`config.mk`:
```
export PLATFORM = sky130hd
export DESIGN_NAME = calc_ctrl_fsm
export DESIGN_NICKNAME = d
export VERILOG_FILES = /design/src/rtl/calc_ctrl_fsm.sv
export SDC_FILE = /design/constraint.sdc
export NUM_CORES = 1
export LEC_CHECK = 0
export ABC_AREA = 1
export CAP_MARGIN = 10
export CORE_MARGIN = 4
export CORE_UTILIZATION = 35
export DETAILED_ROUTE_END_ITERATION = 10
export GPL_TIMING_DRIVEN = 1
export SETUP_SLACK_MARGIN = 0.5
export SLEW_MARGIN = 0
export SYNTH_ARGS = -nofsm -noshare
export SYNTH_HDL_FRONTEND = slang
export SYNTH_SLANG_ARGS = --single-unit
export TNS_END_PERCENT = 1
```
`constraint.sdc`:
```
create_clock -name clk -period 1.5 [get_ports clk]
set_clock_uncertainty 0.2 [all_clocks]
set_input_delay 0.45 -clock clk [delete_from_list [all_inputs] [get_ports clk]]
set_output_delay 0.45 -clock clk [all_outputs]
set_load 0.01 [all_outputs]
```
`src/rtl/calc_ctrl_fsm.sv`:
```
// Keypad control FSM for the calculator: turns key presses into X/Y load/clear strobes, din and ALU select.
// Optional CALC_KEY_SYNC_EN adds a two-flop synchroniser on key_code/key_valid (+2 cycles press latency).
module calc_ctrl_fsm #(
    parameter logic [3:0] KEY_EQ  = 4'hE,
    parameter logic [3:0] KEY_CLR = 4'hF
) (
    input  logic       clk,
    input  logic       rst_n,
    input  logic [3:0] key_code,
    input  logic       key_valid,
    output logic       ldX,
    output logic       ldY,
    output logic       clrX,
    output logic       clrY,
    output logic [3:0] din,
    output logic [2:0] s,
    output logic       err
);

    typedef enum logic [2:0] {
        S_IDLE = 3'd0,
        S_X    = 3'd1,
        S_Y    = 3'd2,
        S_RES  = 3'd3,
        S_ERR  = 3'd4
    } state_t;

    state_t     state, state_d;
    logic [2:0] op, op_d;
    logic       y_set, y_set_d, y_zero, y_zero_d;
    logic       ldx_d, ldy_d, clrx_d, clry_d, err_d;
    logic [3:0] din_d;
    logic [2:0] s_d;

    logic       kv_in, key_valid_q, key_stb;
    logic [3:0] kc_in;
    logic       is_digit, is_op, is_eq, is_clr;
    logic [2:0] key_op;

`ifdef CALC_KEY_SYNC_EN
    logic       kv_s1, kv_s2;
    logic [3:0] kc_s1, kc_s2;

    // Sync flops reset high so a key held through reset is not seen as a press
    always_ff @(posedge clk or negedge rst_n) begin
        if (!rst_n) begin
            kv_s1 <= 1'b1;
            kv_s2 <= 1'b1;
        end else begin
            kv_s1 <= key_valid;
            kv_s2 <= kv_s1;
        end
    end

    always_ff @(posedge clk) begin
        kc_s1 <= key_code;
        kc_s2 <= kc_s1;
    end

    assign kv_in = kv_s2;
    assign kc_in = kc_s2;
`else
    assign kv_in = key_valid;
    assign kc_in = key_code;
`endif

    assign key_stb  = kv_in & ~key_valid_q;
    assign is_digit = (kc_in <= 4'd9);
    assign is_op    = (kc_in >= 4'd10) && (kc_in <= 4'd13);
    assign is_eq    = (kc_in == KEY_EQ);
    assign is_clr   = (kc_in == KEY_CLR);
    // Codes 10..13 map to 0..3: low two bits plus 2 wrap around modulo 4
    assign key_op   = {1'b0, kc_in[1:0] + 2'd2};

    always_comb begin
        state_d  = state;
        op_d     = op;
        y_set_d  = y_set;
        y_zero_d = y_zero;
        din_d    = din;
        ldx_d    = 1'b0;
        ldy_d    = 1'b0;
        clrx_d   = 1'b0;
        clry_d   = 1'b0;
        if (key_stb) begin
            if (is_clr) begin
                clrx_d   = 1'b1;
                clry_d   = 1'b1;
                op_d     = 3'b000;
                y_set_d  = 1'b0;
                y_zero_d = 1'b0;
                state_d  = S_IDLE;
            end else begin
                case (state)
                    S_IDLE: if (is_digit) begin
                        ldx_d   = 1'b1;
                        din_d   = kc_in;
                        state_d = S_X;
                    end
                    S_X: if (is_digit) begin
                        ldx_d = 1'b1;
                        din_d = kc_in;
                    end else if (is_op) begin
                        op_d    = key_op;
                        clry_d  = 1'b1;
                        y_set_d = 1'b0;
                        state_d = S_Y;
                    end
                    S_Y: if (is_digit) begin
                        ldy_d    = 1'b1;
                        din_d    = kc_in;
                        y_set_d  = 1'b1;
                        y_zero_d = (kc_in == 4'd0);
                    end else if (is_op) begin
                        op_d = key_op;
                    end else if (is_eq && y_set) begin
                        state_d = (op == 3'b011 && y_zero) ? S_ERR : S_RES;
                    end
                    // No chaining from a result: a digit starts a fresh X
                    S_RES: if (is_digit) begin
                        clry_d  = 1'b1;
                        ldx_d   = 1'b1;
                        din_d   = kc_in;
                        state_d = S_X;
                    end
                    default: ;
                endcase
            end
        end
        case (state_d)
            S_Y:     s_d = 3'b101;
            S_RES:   s_d = op_d;
            default: s_d = 3'b100;
        endcase
        err_d = (state_d == S_ERR);
    end

    always_ff @(posedge clk or negedge rst_n) begin
        if (!rst_n) begin
            state       <= S_IDLE;
            op          <= 3'b000;
            y_set       <= 1'b0;
            y_zero      <= 1'b0;
            key_valid_q <= 1'b1;
            ldX         <= 1'b0;
            ldY         <= 1'b0;
            clrX        <= 1'b0;
            clrY        <= 1'b0;
            din         <= 4'd0;
            s           <= 3'b100;
            err         <= 1'b0;
        end else begin
            state       <= state_d;
            op          <= op_d;
            y_set       <= y_set_d;
            y_zero      <= y_zero_d;
            key_valid_q <= kv_in;
            ldX         <= ldx_d;
            ldY         <= ldy_d;
            clrX        <= clrx_d;
            clrY        <= clry_d;
            din         <= din_d;
            s           <= s_d;
            err         <= err_d;
        end
    end

endmodule

```
==> results of run 1 <==
-- timing repair --
| item | in CTS | in global routing |
|---|---|---|
| buffers inserted | 1 | 3 |
| endpoints found under the setup margin | 32 | 32 |
| resized for setup | 79 | 28 |
| pin swaps | 10 | 12 |
| hold endpoints to repair | 0 | 0 |
-- routing by layer --
layer | global-route usage [%] | share of wire, % | routed length [um] | vias to the layer above
met5 | 0 | 0 | 0 | -
met4 | 7.27 | 1.5 | 39 | 0
met3 | 1.86 | 4.3 | 111 | 4
met2 | 24.7 | 51 | 1310 | 26
met1 | 19.6 | 43 | 1110 | 465
li1 | - | - | - | 487
-- state kept, by name, summed over array words and instances (netlist names), 3 cells and up --
name,flops
op,3
state,3
din,4
s,3
-- cell type report --
class	count	area [um2]	share of cell area (%)
Multi-Input combinational cell	82	529	34.6
Inverter	19	71.3	4.67
Clock buffer	3	22.5	1.47
Timing Repair Buffer	42	330	21.6
Clock inverter	1	5.00	0.328
Tap cell	31	38.8	2.54
Sequential cell	21	531	34.7
-- critical path: cells and delay by family, from the launching register on --
kind | cells | cell delay (ns)
flip-flops | 1 | 0.49
AND/OR/NAND/NOR | 8 | 0.64
buffers and inverters | 2 | 0.20
-- final timing paths --
check	startpoint	end	slack (ns)	cells after the start
worst max-delay path	state[0]	s[1]	-0.09	10
worst min register to register	din[2]	din[2]	0.32	1
max in group asynchronous	rst_n	s[2]	0.60	2
min in group asynchronous	rst_n	din[2]	0.27	2
worst max register to register	state[0]	s[1]	-0.09	10
worst min-delay path	key_valid	key_valid_q	0.13	1
-- power by group --
group / switching [mW] / leakage (nW) / total (mW) / internal (mW)
clock: 0.172 / 0.0177 / 0.271 / 0.0994
combinational: 0.412 / 0.541 / 0.785 / 0.373
sequential: 0.0960 / 0.265 / 0.798 / 0.702
total: 0.680 / 0.824 / 1.85 / 1.17
-- Yosys cell counts (all sizes together) --
library cell | instances | area (um2)
nand2 | 36 | 155
dfrtp | 19 | 475
inv | 19 | 71.3
nor2 | 14 | 65.1
nand3 | 11 | 55.1
o21ai | 5 | 25.0
a21oi | 4 | 20.0
mux2 | 3 | 33.8
nand4 | 3 | 18.8
a31oi | 2 | 12.5
dfstp | 2 | 52.6
nor3 | 2 | 15.0
nor4 | 1 | 6.26
o21bai | 1 | 7.51
-- through the flow --
stage / utilization [%] / setup slack, ns / setup TNS (ns) / power [mW]
2_1_floorplan: - / -0.0266 / -0.0799 / 1.11
3_3_place_gp: 50.7 / -0.735 / -11.51 / 1.44
3_5_place_dp: 50.7 / -0.764 / -12.12 / 1.46
4_1_cts: 52.4 / -0.0934 / -0.502 / 1.73
5_1_grt: 55.4 / -0.152 / -1.33 / 1.99
6_report: 55.4 / -0.0894 / -0.404 / 1.85
-- cells by family after synthesis --
group	after synthesis	share of synthesized area, %
and+or+nand+nor	67	31.1
DFF	21	52.1
buffers and inverters	19	7.04
AOI/OAI and AO/OA	12	6.42
muxes	3	3.33
==> run summary, run 1 <==
CTS tree = yes
DP HPWL = 1870 um
Yosys warns = 0
CTS Hold Bufs = 0
RSZ-0062 raised after global routing = true
Failing checks = setup timing
Seq/Total Area, Yosys = 52.1%
Root buffer cell = clkbuf_4
Hold violation count in the final report = 0
Pre-antenna DRT Iters = 6
Ant diodes = 0
Top Ports = 19
Total CTS buffers = 3
Num rows = 19
Number of clock sinks = 21
Chip height = 61.8 um
Core Region = 0.00276 mm2
FMAX = 629 MHz
Via Count = 982
Fillcell total = 245
Grt total ovfl = 0
CP Class = flop to flop
Post-Syn Nets = 129
Final Hold Slack = 0.131 ns
HP Class = input port to flop
CP max FO = 6
Clk Latency, worst-skew pair = 0.30 ns
Relative slew slack = 80.4%
# nets final = 176
CTS H-tree lvls = 1
Setup violators final = 8
Min Tclk post-route = 1.59 ns
Avg Vias per Cell = 4.93
Initial Util = 36.8%
Clock buffer depth = 2
CP startpoint kind = flop
Largest net degree at the start of global routing = 22
Syn Area/Cell = 8.31 um2
Antenna-violating nets left = 0
Leakage power = 0.824 nW
Antenna violations before repair = 0
Routability Congestion = 0.870
Post-Synthesis Cells = 122
Final worst slack = -0.0894 ns
DR iter-0 viols = 26
Clk slew on worst S/H paths = 0.12 ns
Placed cell area = 0.00140 mm2
Dpl cells = 191
Status = finished with violations
Share of layout cells above drive strength 1 = 54.2%
Area Growth Syn to Fin = 50.7%
Critical path endpoint category = flop
Global-route wire length before repair = 4220 um
CP max stage delay = 0.49 ns
Yosys cell types = 20
Post-Route WL = 2570 um
Die ar. = 0.00382 mm2
Yosys reg bits = 21
CP required = 1.54 ns
Global-route usage over all layers = 15.0%
Non-filler instance count after layout = 199
Crit path DAT = 1.63 ns
Cell area after synthesis = 0.00101 mm2
Most frequent cells in the layout = nand2_1 (19), buf_4 (19), dfrtp_1 (17)
CP Cell Sequence = inv_2, nand2_2, nor2_4, buf_6, nand2_1, nand2_1, nand2_2, nand2_4, nand3_2, nor2_1
Period utilization = 106%
MaxCap Viol Count = 0
PwrDens = 1210 mW/mm2
Peak supply drop = 0.732 mV
Crit-path slowest cell = dfrtp_2
Pins Over Slew Limit = 0
Routed WL per cell = 12.9 um
Vias in the first global route = 947
Residual DRC count = 0
Die W = 61.8 um
Port bufs = 18
Finished Cell Area = 0.00153 mm2
Worst Tran Pin Value = 0.292 ns
Note: power is estimated with default switching activity, not from simulation.
==> run 2, diff against run 1 <==
- CORE_UTILIZATION: 35 -> 31
- SLEW_MARGIN: 0 -> 20
==> run 2 against run 1 <==
The flow still finishes with violations (setup timing). Global-route usage fell by 1.9 points. Wire length up 4.4%. Clock power fell by 1%. Via count up 0.10%. First-iteration DRC count shrank 3.8%. Flip-flop and latch count stayed put. Fmax increased by 0.52%. Non-clock buffer count rose by 5. Largest cell class is now multi-input gates.
==> run summary, run 2 (synthesis results as in run 1) <==
Critical path endpoint category = flop
Pins Over Slew Limit = 0 (unchanged)
Final worst slack = -0.0811 ns (+0.00827 ns)
CTS tree = yes
Ant diodes = 0 (unchanged)
Core Region = 0.00308 mm2 (+12%)
CP startpoint kind = flop
Clock buffer depth = 2 (unchanged)
Setup violators final = 6 (-2)
Crit-path slowest cell = dfrtp_2
FMAX = 632 MHz (+0.52%)
Vias in the first global route = 968 (+2.2%)
Area Growth Syn to Fin = 59.1%
Critical Path Source = state[0]
# nets final = 181 (+2.8%)
Reg with most FFs = din
CP Cell Sequence = inv_2, nand2_2, nor2_4, nand3_2, nand3_2, nand2_2, nand2_4, nand3_2, nor2_2
DP HPWL = 1950 um (+4.7%)
Post-Route WL = 2680 um (+4.4%)
Global-route usage over all layers = 13.1% (-1.9 points)
Period utilization = 105% (-0.55 points)
CP max stage delay = 0.51 ns (+0.02 ns)
CP bufs+invs = 1 (-1)
CP Class = flop to flop
CP max FO = 6 (unchanged)
Largest net degree at the start of global routing = 22 (unchanged)
CTS H-tree lvls = 1 (unchanged)
PwrDens = 1170 mW/mm2 (-3.6%)
Die ar. = 0.00425 mm2 (+11%)
Share of layout cells above drive strength 1 = 57.2% (+3.1 points)
RSZ-0062 raised after global routing = true
DR iter-0 viols = 25 (-3.8%)
Hold Crit Start = key_valid
Routability Congestion = 0.789 (-9.3%)
CP most frequent cell = nand3_2
Avg Vias per Cell = 4.53 (-8.2%)
HP Class = input port to flop
Global-route wire length before repair = 4400 um (+4.4%)
R2R Path Start = state[0]
Crit path DAT = 1.62 ns (about the same)
Total CTS buffers = 3 (unchanged)
Grt total ovfl = 0 (unchanged)
Most common cell after layout, fill and taps aside = buf_4
Clk Latency, worst-skew pair = 0.30 ns (about the same)
Relative slew slack = 84.5% (+4.2 points)
Non-filler instance count after layout = 217 (+9.0%)
Worst Tran Pin Value = 0.229 ns (-0.0622 ns)
Most frequent cells in the layout = buf_4 (22), nand2_1 (20), dfrtp_1 (18)
Residual DRC count = 0 (unchanged)
Num rows = 20 (+1)
Leakage power = 0.842 nW (+2.2%)
Finished Cell Area = 0.00161 mm2 (+5.6%)
Clk slew on worst S/H paths = 0.11 ns (about the same)
Pre-antenna DRT Iters = 4 (-2)
MaxCap Viol Count = 0 (unchanged)
Min Tclk post-route = 1.58 ns (-0.00827 ns)
Routed WL per cell = 12.4 um (-4.3%)
Root buffer cell = clkbuf_4
Antenna-violating nets left = 0 (unchanged)
Dpl cells = 207 (+8.4%)
Port bufs = 18 (unchanged)
Number of clock sinks = 21 (unchanged)
Failing checks = setup timing
Hold violation count in the final report = 0 (unchanged)
Peak supply drop = 0.792 mV (+8.2%)
Via Count = 983 (+0.10%)
Status = finished with violations
Top Ports = 19 (unchanged)
Chip height = 65.2 um (+5.4%)
Antenna violations before repair = 0 (unchanged)
Initial Util = 32.9% (-3.8 points)
CP top delay family = simple AND/OR/NAND/NOR gates
Die W = 65.2 um (+5.4%)
Placed cell area = 0.00144 mm2 (+2.8%)
CP required = 1.54 ns (about the same)
Max FFs per register = 4 (unchanged)
-- run 2: changes by cell type in the layout (fill, tap and decap cells not counted), sizes merged --
| cell | previous run | this run |
|---|---|---|
| buf | 36 | 44 |
| clkdlybuf4s15 | 2 | 1 |
| clkinv | 1 | 0 |
| dlygate4sd2 | 1 | 0 |
-- run 2: metal layers --
layer  share of wire, %  wire (um)  vias up  GRT usage (%)
met5                  0          0        -              0
met4               0.30          8        0           3.11
met3                1.9         51        2           1.71
met2                 53       1420        7           22.5
met1                 45       1200      482           17.5
li1                   -          -      492              -
-- run 2: path summary, 6_finish.rpt --
kind                       slack [ns]  cells past startpoint           to
hold / removal                   0.04                      1  key_valid_q
hold reg to reg                  0.31                      1       din[3]
setup / recovery                -0.08                      9         s[1]
setup reg to reg                -0.08                      9         s[1]
min in group asynchronous        0.28                      2       din[3]
max in group asynchronous        0.61                      2         s[2]
-- run 2: final cells by class --
class / instances / area, um2
inverter: 19 / 71.3
timing repair buffer: 47 / 359
clock buffer: 4 / 26.3
multi-input combinational: 82 / 572
sequential: 21 / 529
tap: 44 / 55.1
fill: 295 / 1470
-- run 2: power by group --
part           leakage (nW)  switching [mW]  internal, mW
Combinational         0.560           0.439         0.389
Clock                0.0150           0.163         0.104
Sequential            0.267          0.0913         0.700
-- run 2: what timing repair did --
item | in CTS | in global routing
pin swaps | 19 | 21
hold endpoints to repair | 0 | 0
gates cloned | 0 | 0
hold buffers | 0 | 0
resized for setup | 98 | 23
endpoints found under the setup margin | 32 | 32
buffers inserted | 4 | 2
-- run 2: metrics by stage --
stage | worst slack, ns | total power, mW | TNS, ns | hold WS, ns | util, %
2_1_floorplan | -0.0266 | 1.11 | -0.0799 | -0.0456 | -
4_1_cts | -0.0934 | 1.81 | -0.400 | 0.187 | 49.2
6_report | -0.0811 | 1.89 | -0.351 | 0.0395 | 52.4
3_5_place_dp | -0.778 | 1.49 | -12.72 | 0.298 | 46.7
5_1_grt | -0.146 | 2.02 | -1.07 | 0.0267 | 52.4
3_3_place_gp | -0.748 | 1.49 | -12.46 | 0.272 | 46.7
